--- config.mk ---
export PLATFORM = sky130hd
export DESIGN_NAME = cw305_usb_bus_responder_flat
export DESIGN_NICKNAME = d
export VERILOG_FILES = /design/src/rtl/cw305_usb_pkg.sv /design/src/rtl/cw305_usb_bus_responder_if.sv /design/src/rtl/cw305_usb_strobe_decode.sv /design/src/rtl/cw305_usb_bus_responder.sv /design/src/flat_wrapper.sv
export SDC_FILE = /design/constraint.sdc
export NUM_CORES = 1
export LEC_CHECK = 0
export CAP_MARGIN = 25
export CORE_ASPECT_RATIO = 1.5
export CORE_MARGIN = 2
export CORE_UTILIZATION = 44
export CTS_CLUSTER_SIZE = 24
export DETAILED_ROUTE_END_ITERATION = 7
export MAX_ROUTING_LAYER = met4
export PLACE_DENSITY_LB_ADDON = 0.3
export SYNTH_ARGS = -nofsm -noshare
export SYNTH_HDL_FRONTEND = slang
export SYNTH_HIERARCHICAL = 1
export SYNTH_SLANG_ARGS = --single-unit
--- constraint.sdc ---
create_clock -name usb_clk -period 2.95 [get_ports usb_clk]
set_input_delay 0.4425 -clock usb_clk [delete_from_list [all_inputs] [get_ports usb_clk]]
set_output_delay 0.4425 -clock usb_clk [all_outputs]
set_load 0.03 [all_outputs]
--- src/rtl/cw305_usb_pkg.sv ---
// Shared definitions for the CW305 USB bus responder: FSM encoding and data width.
package cw305_usb_pkg;

  localparam int unsigned DataWidth = 8;

  typedef enum logic [2:0] {
    StIdle,
    StWrArm,
    StWrDone,
    StRdLaunch,
    StRdHold
  } state_e;

endpackage

--- src/rtl/cw305_usb_bus_responder_if.sv ---
// Host bus and register-bank signals of the CW305 USB responder.
// master: host/register-bank side, slave: the responder itself.
interface cw305_usb_bus_responder_if #(
  parameter int unsigned pADDR_WIDTH   = 21,
  parameter int unsigned pBYTECNT_SIZE = 7
);
  import cw305_usb_pkg::*;

  logic [pADDR_WIDTH-1:0]               usb_addr;
  logic [DataWidth-1:0]                 usb_din;
  logic                                 usb_rdn;
  logic                                 usb_wrn;
  logic                                 usb_cen;
  logic [DataWidth-1:0]                 read_data;
  logic [DataWidth-1:0]                 usb_dout;
  logic                                 usb_isout;
  logic [pADDR_WIDTH-pBYTECNT_SIZE-1:0] reg_address;
  logic [pBYTECNT_SIZE-1:0]             reg_bytecnt;
  logic [DataWidth-1:0]                 write_data;
  logic                                 reg_write;
  logic                                 reg_read;
  logic                                 reg_addrvalid;
  logic [7:0]                           error_count;

  modport master (
    output usb_addr, usb_din, usb_rdn, usb_wrn, usb_cen, read_data,
    input  usb_dout, usb_isout, reg_address, reg_bytecnt, write_data,
           reg_write, reg_read, reg_addrvalid, error_count
  );

  modport slave (
    input  usb_addr, usb_din, usb_rdn, usb_wrn, usb_cen, read_data,
    output usb_dout, usb_isout, reg_address, reg_bytecnt, write_data,
           reg_write, reg_read, reg_addrvalid, error_count
  );

endinterface

--- src/rtl/cw305_usb_strobe_decode.sv ---
// Registers the active-low host strobes and decodes the transaction events.
// New transactions are only allowed once the bus has been seen idle (rdn and wrn
// both high) after reset, so a transaction cut by reset is never resumed.
module cw305_usb_strobe_decode (
  input  logic clk,
  input  logic rst_n,
  input  logic rdn,
  input  logic wrn,
  input  logic cen,
  output logic wr_arm,
  output logic wr_commit,
  output logic rd_start,
  output logic violation,
  output logic wr_high,
  output logic rd_high
);

  logic rdn_q, wrn_q, cen_q;
  logic bus_seen_q;

  // Sample strobes; remember whether the bus has been idle since reset.
  always_ff @(posedge clk or negedge rst_n) begin
    if (!rst_n) begin
      rdn_q      <= 1'b1;
      wrn_q      <= 1'b1;
      cen_q      <= 1'b1;
      bus_seen_q <= 1'b0;
    end else begin
      rdn_q      <= rdn;
      wrn_q      <= wrn;
      cen_q      <= cen;
      bus_seen_q <= bus_seen_q | (rdn & wrn);
    end
  end

  // Event decode from the sampled strobes.
  always_comb begin
    wr_arm    = bus_seen_q & ~wrn_q & rdn_q;
    wr_commit = ~wrn_q & rdn_q & ~cen_q;
    rd_start  = bus_seen_q & ~rdn_q & wrn_q & ~cen_q;
    violation = ~rdn_q & ~wrn_q;
    wr_high   = wrn_q;
    rd_high   = rdn_q;
  end

endmodule

--- src/rtl/cw305_usb_bus_responder.sv ---
// CW305 USB bus responder: turns host rdn/wrn/cen strobes into single-cycle
// register-bank read/write strobes with a latched address.
// Optional feature: define USB_RESP_ERRCNT_EN to count rdn/wrn-both-low
// violations in a saturating 8-bit counter; otherwise error_count is 0.
module cw305_usb_bus_responder
  import cw305_usb_pkg::*;
#(
  parameter int unsigned pADDR_WIDTH   = 21,
  parameter int unsigned pBYTECNT_SIZE = 7
) (
  input logic                       usb_clk,
  input logic                       rst_n,
  cw305_usb_bus_responder_if.slave  bus
);

  localparam int unsigned RegAddrWidth = pADDR_WIDTH - pBYTECNT_SIZE;

  logic wr_arm, wr_commit, rd_start, violation, wr_high, rd_high;

  state_e state_q, state_d;

  logic                     write_stb, read_stb, latch_en, dout_en, isout;
  logic                     reg_write_q, reg_read_q, addrvalid_q;
  logic [RegAddrWidth-1:0]  addr_q;
  logic [pBYTECNT_SIZE-1:0] bytecnt_q;
  logic [DataWidth-1:0]     wdata_q, dout_q;

  cw305_usb_strobe_decode u_decode (
    .clk       (usb_clk),
    .rst_n     (rst_n),
    .rdn       (bus.usb_rdn),
    .wrn       (bus.usb_wrn),
    .cen       (bus.usb_cen),
    .wr_arm    (wr_arm),
    .wr_commit (wr_commit),
    .rd_start  (rd_start),
    .violation (violation),
    .wr_high   (wr_high),
    .rd_high   (rd_high)
  );

  // FSM state register.
  always_ff @(posedge usb_clk or negedge rst_n) begin
    if (!rst_n) begin
      state_q <= StIdle;
    end else begin
      state_q <= state_d;
    end
  end

  // Next-state logic; a violation always drops back to idle.
  always_comb begin
    state_d = state_q;
    if (violation) begin
      state_d = StIdle;
    end else begin
      unique case (state_q)
        StIdle: begin
          if (rd_start) begin
            state_d = StRdLaunch;
          end else if (wr_arm) begin
            state_d = StWrArm;
          end
        end
        StWrArm: begin
          if (wr_high) begin
            state_d = StIdle;
          end else if (wr_commit) begin
            state_d = StWrDone;
          end
        end
        StWrDone: begin
          if (wr_high) begin
            state_d = StIdle;
          end
        end
        StRdLaunch: state_d = StRdHold;
        StRdHold: begin
          if (rd_high) begin
            state_d = StIdle;
          end
        end
        default: state_d = StIdle;
      endcase
    end
  end

  // Output decode from the current/next state.
  always_comb begin
    write_stb = (state_q == StWrArm) && (state_d == StWrDone);
    read_stb  = (state_q == StIdle) && (state_d == StRdLaunch);
    latch_en  = write_stb | read_stb;
    dout_en   = (state_q == StRdLaunch);
    // Pad drive is suppressed whenever wrn is sampled low.
    isout     = ((state_q == StRdLaunch) || (state_q == StRdHold)) && wr_high;
  end

  // Registered strobes and datapath latches.
  always_ff @(posedge usb_clk or negedge rst_n) begin
    if (!rst_n) begin
      reg_write_q <= 1'b0;
      reg_read_q  <= 1'b0;
      addrvalid_q <= 1'b0;
      addr_q      <= '0;
      bytecnt_q   <= '0;
      wdata_q     <= '0;
      dout_q      <= '0;
    end else begin
      reg_write_q <= write_stb;
      reg_read_q  <= read_stb;
      addrvalid_q <= (state_d == StWrDone) || (state_d == StRdLaunch) || (state_d == StRdHold);
      if (latch_en) begin
        addr_q    <= bus.usb_addr[pADDR_WIDTH-1:pBYTECNT_SIZE];
        bytecnt_q <= bus.usb_addr[pBYTECNT_SIZE-1:0];
      end
      if (write_stb) begin
        wdata_q <= bus.usb_din;
      end
      if (dout_en) begin
        dout_q <= bus.read_data;
      end
    end
  end

`ifdef USB_RESP_ERRCNT_EN
  logic [7:0] err_q;

  // Saturating protocol-violation counter.
  always_ff @(posedge usb_clk or negedge rst_n) begin
    if (!rst_n) begin
      err_q <= 8'h00;
    end else if (violation && (err_q != 8'hFF)) begin
      err_q <= err_q + 8'd1;
    end
  end

  assign bus.error_count = err_q;
`else
  assign bus.error_count = 8'h00;
`endif

  assign bus.usb_dout      = dout_q;
  assign bus.usb_isout     = isout;
  assign bus.reg_address   = addr_q;
  assign bus.reg_bytecnt   = bytecnt_q;
  assign bus.write_data    = wdata_q;
  assign bus.reg_write     = reg_write_q;
  assign bus.reg_read      = reg_read_q;
  assign bus.reg_addrvalid = addrvalid_q;

endmodule

--- src/flat_wrapper.sv ---
// flat-port wrapper written by rule: the top's interface ports become plain ports
module cw305_usb_bus_responder_flat import cw305_usb_pkg::*;
#(
  parameter int unsigned pADDR_WIDTH   = 21,
  parameter int unsigned pBYTECNT_SIZE = 7
)
  (usb_clk, rst_n, bus_usb_addr, bus_usb_din, bus_usb_rdn, bus_usb_wrn, bus_usb_cen, bus_read_data, bus_usb_dout, bus_usb_isout, bus_reg_address, bus_reg_bytecnt, bus_write_data, bus_reg_write, bus_reg_read, bus_reg_addrvalid, bus_error_count);
  cw305_usb_bus_responder_if #(.pADDR_WIDTH(pADDR_WIDTH), .pBYTECNT_SIZE(pBYTECNT_SIZE)) bus_i ();
  input logic usb_clk;
  input logic rst_n;
  input wire logic [$bits(bus_i.usb_addr)-1:0] bus_usb_addr;
  input wire logic [$bits(bus_i.usb_din)-1:0] bus_usb_din;
  input wire logic [$bits(bus_i.usb_rdn)-1:0] bus_usb_rdn;
  input wire logic [$bits(bus_i.usb_wrn)-1:0] bus_usb_wrn;
  input wire logic [$bits(bus_i.usb_cen)-1:0] bus_usb_cen;
  input wire logic [$bits(bus_i.read_data)-1:0] bus_read_data;
  output wire logic [$bits(bus_i.usb_dout)-1:0] bus_usb_dout;
  output wire logic [$bits(bus_i.usb_isout)-1:0] bus_usb_isout;
  output wire logic [$bits(bus_i.reg_address)-1:0] bus_reg_address;
  output wire logic [$bits(bus_i.reg_bytecnt)-1:0] bus_reg_bytecnt;
  output wire logic [$bits(bus_i.write_data)-1:0] bus_write_data;
  output wire logic [$bits(bus_i.reg_write)-1:0] bus_reg_write;
  output wire logic [$bits(bus_i.reg_read)-1:0] bus_reg_read;
  output wire logic [$bits(bus_i.reg_addrvalid)-1:0] bus_reg_addrvalid;
  output wire logic [$bits(bus_i.error_count)-1:0] bus_error_count;
  assign bus_i.usb_addr = bus_usb_addr;
  assign bus_i.usb_din = bus_usb_din;
  assign bus_i.usb_rdn = bus_usb_rdn;
  assign bus_i.usb_wrn = bus_usb_wrn;
  assign bus_i.usb_cen = bus_usb_cen;
  assign bus_i.read_data = bus_read_data;
  assign bus_usb_dout = bus_i.usb_dout;
  assign bus_usb_isout = bus_i.usb_isout;
  assign bus_reg_address = bus_i.reg_address;
  assign bus_reg_bytecnt = bus_i.reg_bytecnt;
  assign bus_write_data = bus_i.write_data;
  assign bus_reg_write = bus_i.reg_write;
  assign bus_reg_read = bus_i.reg_read;
  assign bus_reg_addrvalid = bus_i.reg_addrvalid;
  assign bus_error_count = bus_i.error_count;
  cw305_usb_bus_responder #(.pADDR_WIDTH(pADDR_WIDTH), .pBYTECNT_SIZE(pBYTECNT_SIZE)) u_core (.usb_clk(usb_clk), .rst_n(rst_n), .bus(bus_i));
endmodule
[After elaboration in Yosys (flattened, before gate mapping)]
Cells that the tools add are included.
Storage, ports and cells
  bits in registers: 47
  bits of input ports: 42
  output and inout bits: 49
  logic and storage cells: 48
Operators by class
  equal/unequal tests: 7
  mux-type cells: 8
  bitwise operators: 14
  reductions and logical operators: 7
Operators with widths (count)
  two-way mux 3 bit: 7
  one-hot mux 3 bit (5 select lines): 1
  == test 3 x 2 -> 1 bit, second input constant: 4
  bitwise AND 1 bit: 9
  == test 3 bit, second input constant: 2
  == test 3 x 1 -> 1 bit, second input constant: 1
  logical AND 1 bit: 3
  zero test 3 bit: 1
  logical OR 1 bit: 3
  NOT 1 bit: 3
  OR 1 bit: 2

[Depth between registers and ports, before layout]
  depth in word-level cells: 10
  depth in mapped cells: 6
  gate-level depth less buffers: 5

[Hierarchy]
Netlist, hierarchy kept.
Modules (own cells, without submodules)
  cw305_usb_bus_responder: times used 1, cells an instance 116, area each 1831.8 µm², seq. area each 1076.0 µm²
  cw305_usb_strobe_decode: times used 1, cells an instance 9, area each 145.1 µm², seq. area each 103.8 µm²

[Worst setup path after synthesis]
OpenSTA, ideal clock, no wires.
  kind: reg2out
  start point: register u_core.state_q[2]
  end point: output bus_usb_isout
  arrival time: 1.532 ns
  data required time: 2.508 ns
  path slack: 0.976 ns
  stages on the path, launching flop included: 4
  path buffers: 1
  cells stage by stage: dfrtp_1 -> nand3b_1 -> clkbuf_1 -> a21boi_0
On the way
  word-level cells in the longest chain between the ends: 3
  elaborated cells between the ends (all ways): 4
  those cells by class: 2 x eq/ne; 2 x reduce/logical
RTL lines
  from (decl): RTL line cw305_usb_bus_responder.sv:20  | state_e state_q, state_d;
  from (signal assigned): RTL line cw305_usb_bus_responder.sv:45  | state_q <= StIdle;
  from (signal assigned): RTL line cw305_usb_bus_responder.sv:47  | state_q <= state_d;
  == test 3 x 2 -> 1 bit or == test 3 bit (tied branches): RTL line cw305_usb_bus_responder.sv:95  | isout = ((state_q == StRdLaunch) || (state_q == StRdHold)) && wr_high;
  logical OR 1 bit (*): RTL line cw305_usb_bus_responder.sv:95
  logical AND 1 bit (*): RTL line cw305_usb_bus_responder.sv:95
  to (decl): RTL line flat_wrapper.sv:18  | output wire logic [$bits(bus_i.usb_isout)-1:0] bus_usb_isout;
Every way passes the cells marked *; elsewhere a longest branch is shown, timed or not.

[Final worst setup path]
Same ends and word-level chain as after synthesis.

==> out/qor.txt <==
post-route setup slack -> 0.5115 ns
vias in the first global route -> 1434
clk_skew -> 0.006466 ns
Hold Path Sink -> u_core/u_decode/bus_seen_q$_DFF_PN0_
fin crit period -> 2.439 ns
Max-cap violations -> 0
Yosys top cell by area -> dfrtp_1
Final Net Count -> 255
reg-to-reg critical path endpoint -> u_core/bus.reg_bytecnt[0]$_DFFE_PN0P_
most frequent cell after synthesis -> dfrtp_1
worst hold path class -> reg -> reg
Commonest cells post-synth -> dfrtp_1 (44), mux2_4 (20), mux2_2 (17)
aggregate global-route resource usage -> 17.79%
syn avg cell area -> 15.82 sq um
Clock Path Buffers -> 2
Worst EP required -> 2.51 ns
RSZ-0062 raised after global routing -> false
share of flip-flops with an asynchronous set or reset -> 100.0%
Seq/Total Area, Yosys -> 59.68%
clk slew on worst S/H paths -> 0.07 ns
crit path launch -> u_core/state_q[2]$_DFF_PN0_
max-slew violations -> 0
Post-Syn Instances -> 125
routed wire length -> 4041 microns
arrival time worst endpoint -> 2.00 ns
number of port buffers -> 82
final core utilization -> 68.03%
Final Hold Viols -> 0
DRC violations left -> 6
ANT cells -> 0
Startpoint Class -> flip-flop
Setup WS pre-CTS -> 0.6597 ns
die width -> 58.73 microns
Netlist cell types -> 29
critical path class -> reg -> out
Setup TNS Final -> 0 ns
PwrDens -> 1064 nW/um^2
flop-to-flop setup slack -> 0.62 ns
Routed WL per cell -> 15.54 microns
DR iter-0 viols -> 44
Post-synth top flop -> dfrtp_1
Worst Path Max Fanout -> 10
largest net degree at the start of global routing -> 48
count of final setup violators -> 0
Area growth syn-to-layout -> 47.34%
Num Clock Sinks -> 47
routed via count -> 1302
DPL Wire Length -> 3075 microns
drt first pass iters -> 6
Synth area leaders -> dfrtp_1 (56%), mux2_4 (15%), mux2_2 (9.7%)
FF-to-FF path depth -> 6
buffers inserted by post-CTS timing repair -> 0
grt ovf -> 0
hold depth -> 1
Core Area -> 4282 sq um
Setup crit end kind -> primary output
Yosys top cell area share -> 55.70%
clock root buffer master -> clkbuf_8
status -> complete, but fails checks
first-pass GRT wire length -> 6748 microns
Die Y -> 86.10 microns
fmax -> 0.4101 GHz
worst vdd ir -> 0.6314 mV
CTS tree -> built
final hold slack -> 0.4732 ns
Initial Util -> 46.17%
Post-Syn Area -> 1977 sq um
number of synthesized flops with an enable pin -> 0
IO Pins -> 91
DIE AREA -> 5056 sq um
Yosys warnings -> 6
CTS Buf Count -> 5
Vias/cell -> 5.008
Yosys reg bits -> 47
RR Startpoint -> u_core/u_decode/rd_high$_DFF_PN1_
failing checks -> design-rule violations
antenna violations before repair -> 0
placer congestion estimate -> 0.8006
DRT antenna net count -> 0
H-tree Lvls -> 2
Leak Pwr -> 0.001255 uW
layout cells sized above 1 -> 26.17%
Hold Crit Start -> u_core/u_decode/bus_seen_q$_DFF_PN0_
Site Rows -> 29
Final Cycle Share -> 82.66%
latest clock arrival within the worst-skew pair -> 0.28 ns
## per-layer routing
metal / share of wire (%) / global-route usage, % / up-vias / routed length [microns]
li1: - / - / 598 / -
met1: 37 / 21.07 / 633 / 1490
met2: 53 / 28.99 / 65 / 2150
met3: 8.8 / 5.128 / 6 / 354
met4: 1.1 / 5.372 / 0 / 44
met5: 0 / - / - / 0
## cells by family after synthesis
| group | synth area share, % |
|---|---|
| buf+inv | 5.126 |
| other cells | 0.1897 |
| compound gates | 4.304 |
| flops | 59.68 |
| mux | 24.87 |
| simple gates | 5.823 |
## where the power goes
part	leakage, uW	switching [uW]	internal, uW	total, uW
combinational	0.000644	835	823	1660
clock	0.0000422	187	166	354
sequential	0.000570	165	922	1090
total	0.00126	1190	1910	3100
## sequential cells by signal (all words and copies together), names as in the netlist, 3 cells and up
| name | cells |
|---|---|
| u_core/bus.write_data | 8 |
| u_core/bus.usb_dout | 8 |
| u_core/bus.reg_bytecnt | 7 |
| u_core/state_q | 3 |
| u_core/bus.reg_address | 14 |
## worst max-delay path by stage
stage | to | slack, ns
2_1_floorplan | bus_usb_isout | 0.98
3_3_place_gp | u_core/bus.reg_bytecnt[0]$_DFFE_PN0P_ | 0.78
3_5_place_dp | u_core/bus.reg_bytecnt[0]$_DFFE_PN0P_ | 0.66
4_1_cts | bus_usb_isout | 0.46
5_1_grt | bus_usb_isout | 0.37
6_report | bus_usb_isout | 0.51
## cell type report
type	instances	area, sq um
Inverter	1	3.754
Timing Repair Buffer	86	860.8
Multi-Input combinational cell	72	729.5
Fill cell	326	1369
Tap cell	46	57.56
Sequential cell	47	1180
Clock buffer	7	76.32
Clock inverter	1	5.005
## repair_timing
action                    CTS  global route
hold buffers                0             1
hold endpoints to repair    0             3
resized for setup           0             0
## cell usage in the layout (no fill, tap or decap), types with 3 or more instances in the layout
master | synthesis | layout
clkdlybuf4s50_1 | 0 | 81
dfrtp_1 | 44 | 44
mux2_4 | 20 | 20
mux2_2 | 17 | 17
conb_1 | 1 | 8
clkbuf_8 | 0 | 5
nor2_1 | 5 | 5
o21ai_0 | 3 | 3
dfstp_2 | 3 | 3
## critical path: stages (launching register included)
cell and delay (ns):
dfrtp_1 0.45, nand3b_1 0.20, buf_4 0.19, a21boi_0 0.18
clkdlybuf4s50_1 0.70
## through the flow
stage | instance area (sq um) | std cells | power [uW]
2_1_floorplan | 2003 | 132 | 2083
3_3_place_gp | 2801 | 250 | 2713
3_5_place_dp | 2801 | 250 | 2759
4_1_cts | 2883 | 258 | 3132
5_1_grt | 2913 | 260 | 3267
6_report | 2913 | 260 | 3098
(Power assumes the default switching activity.)
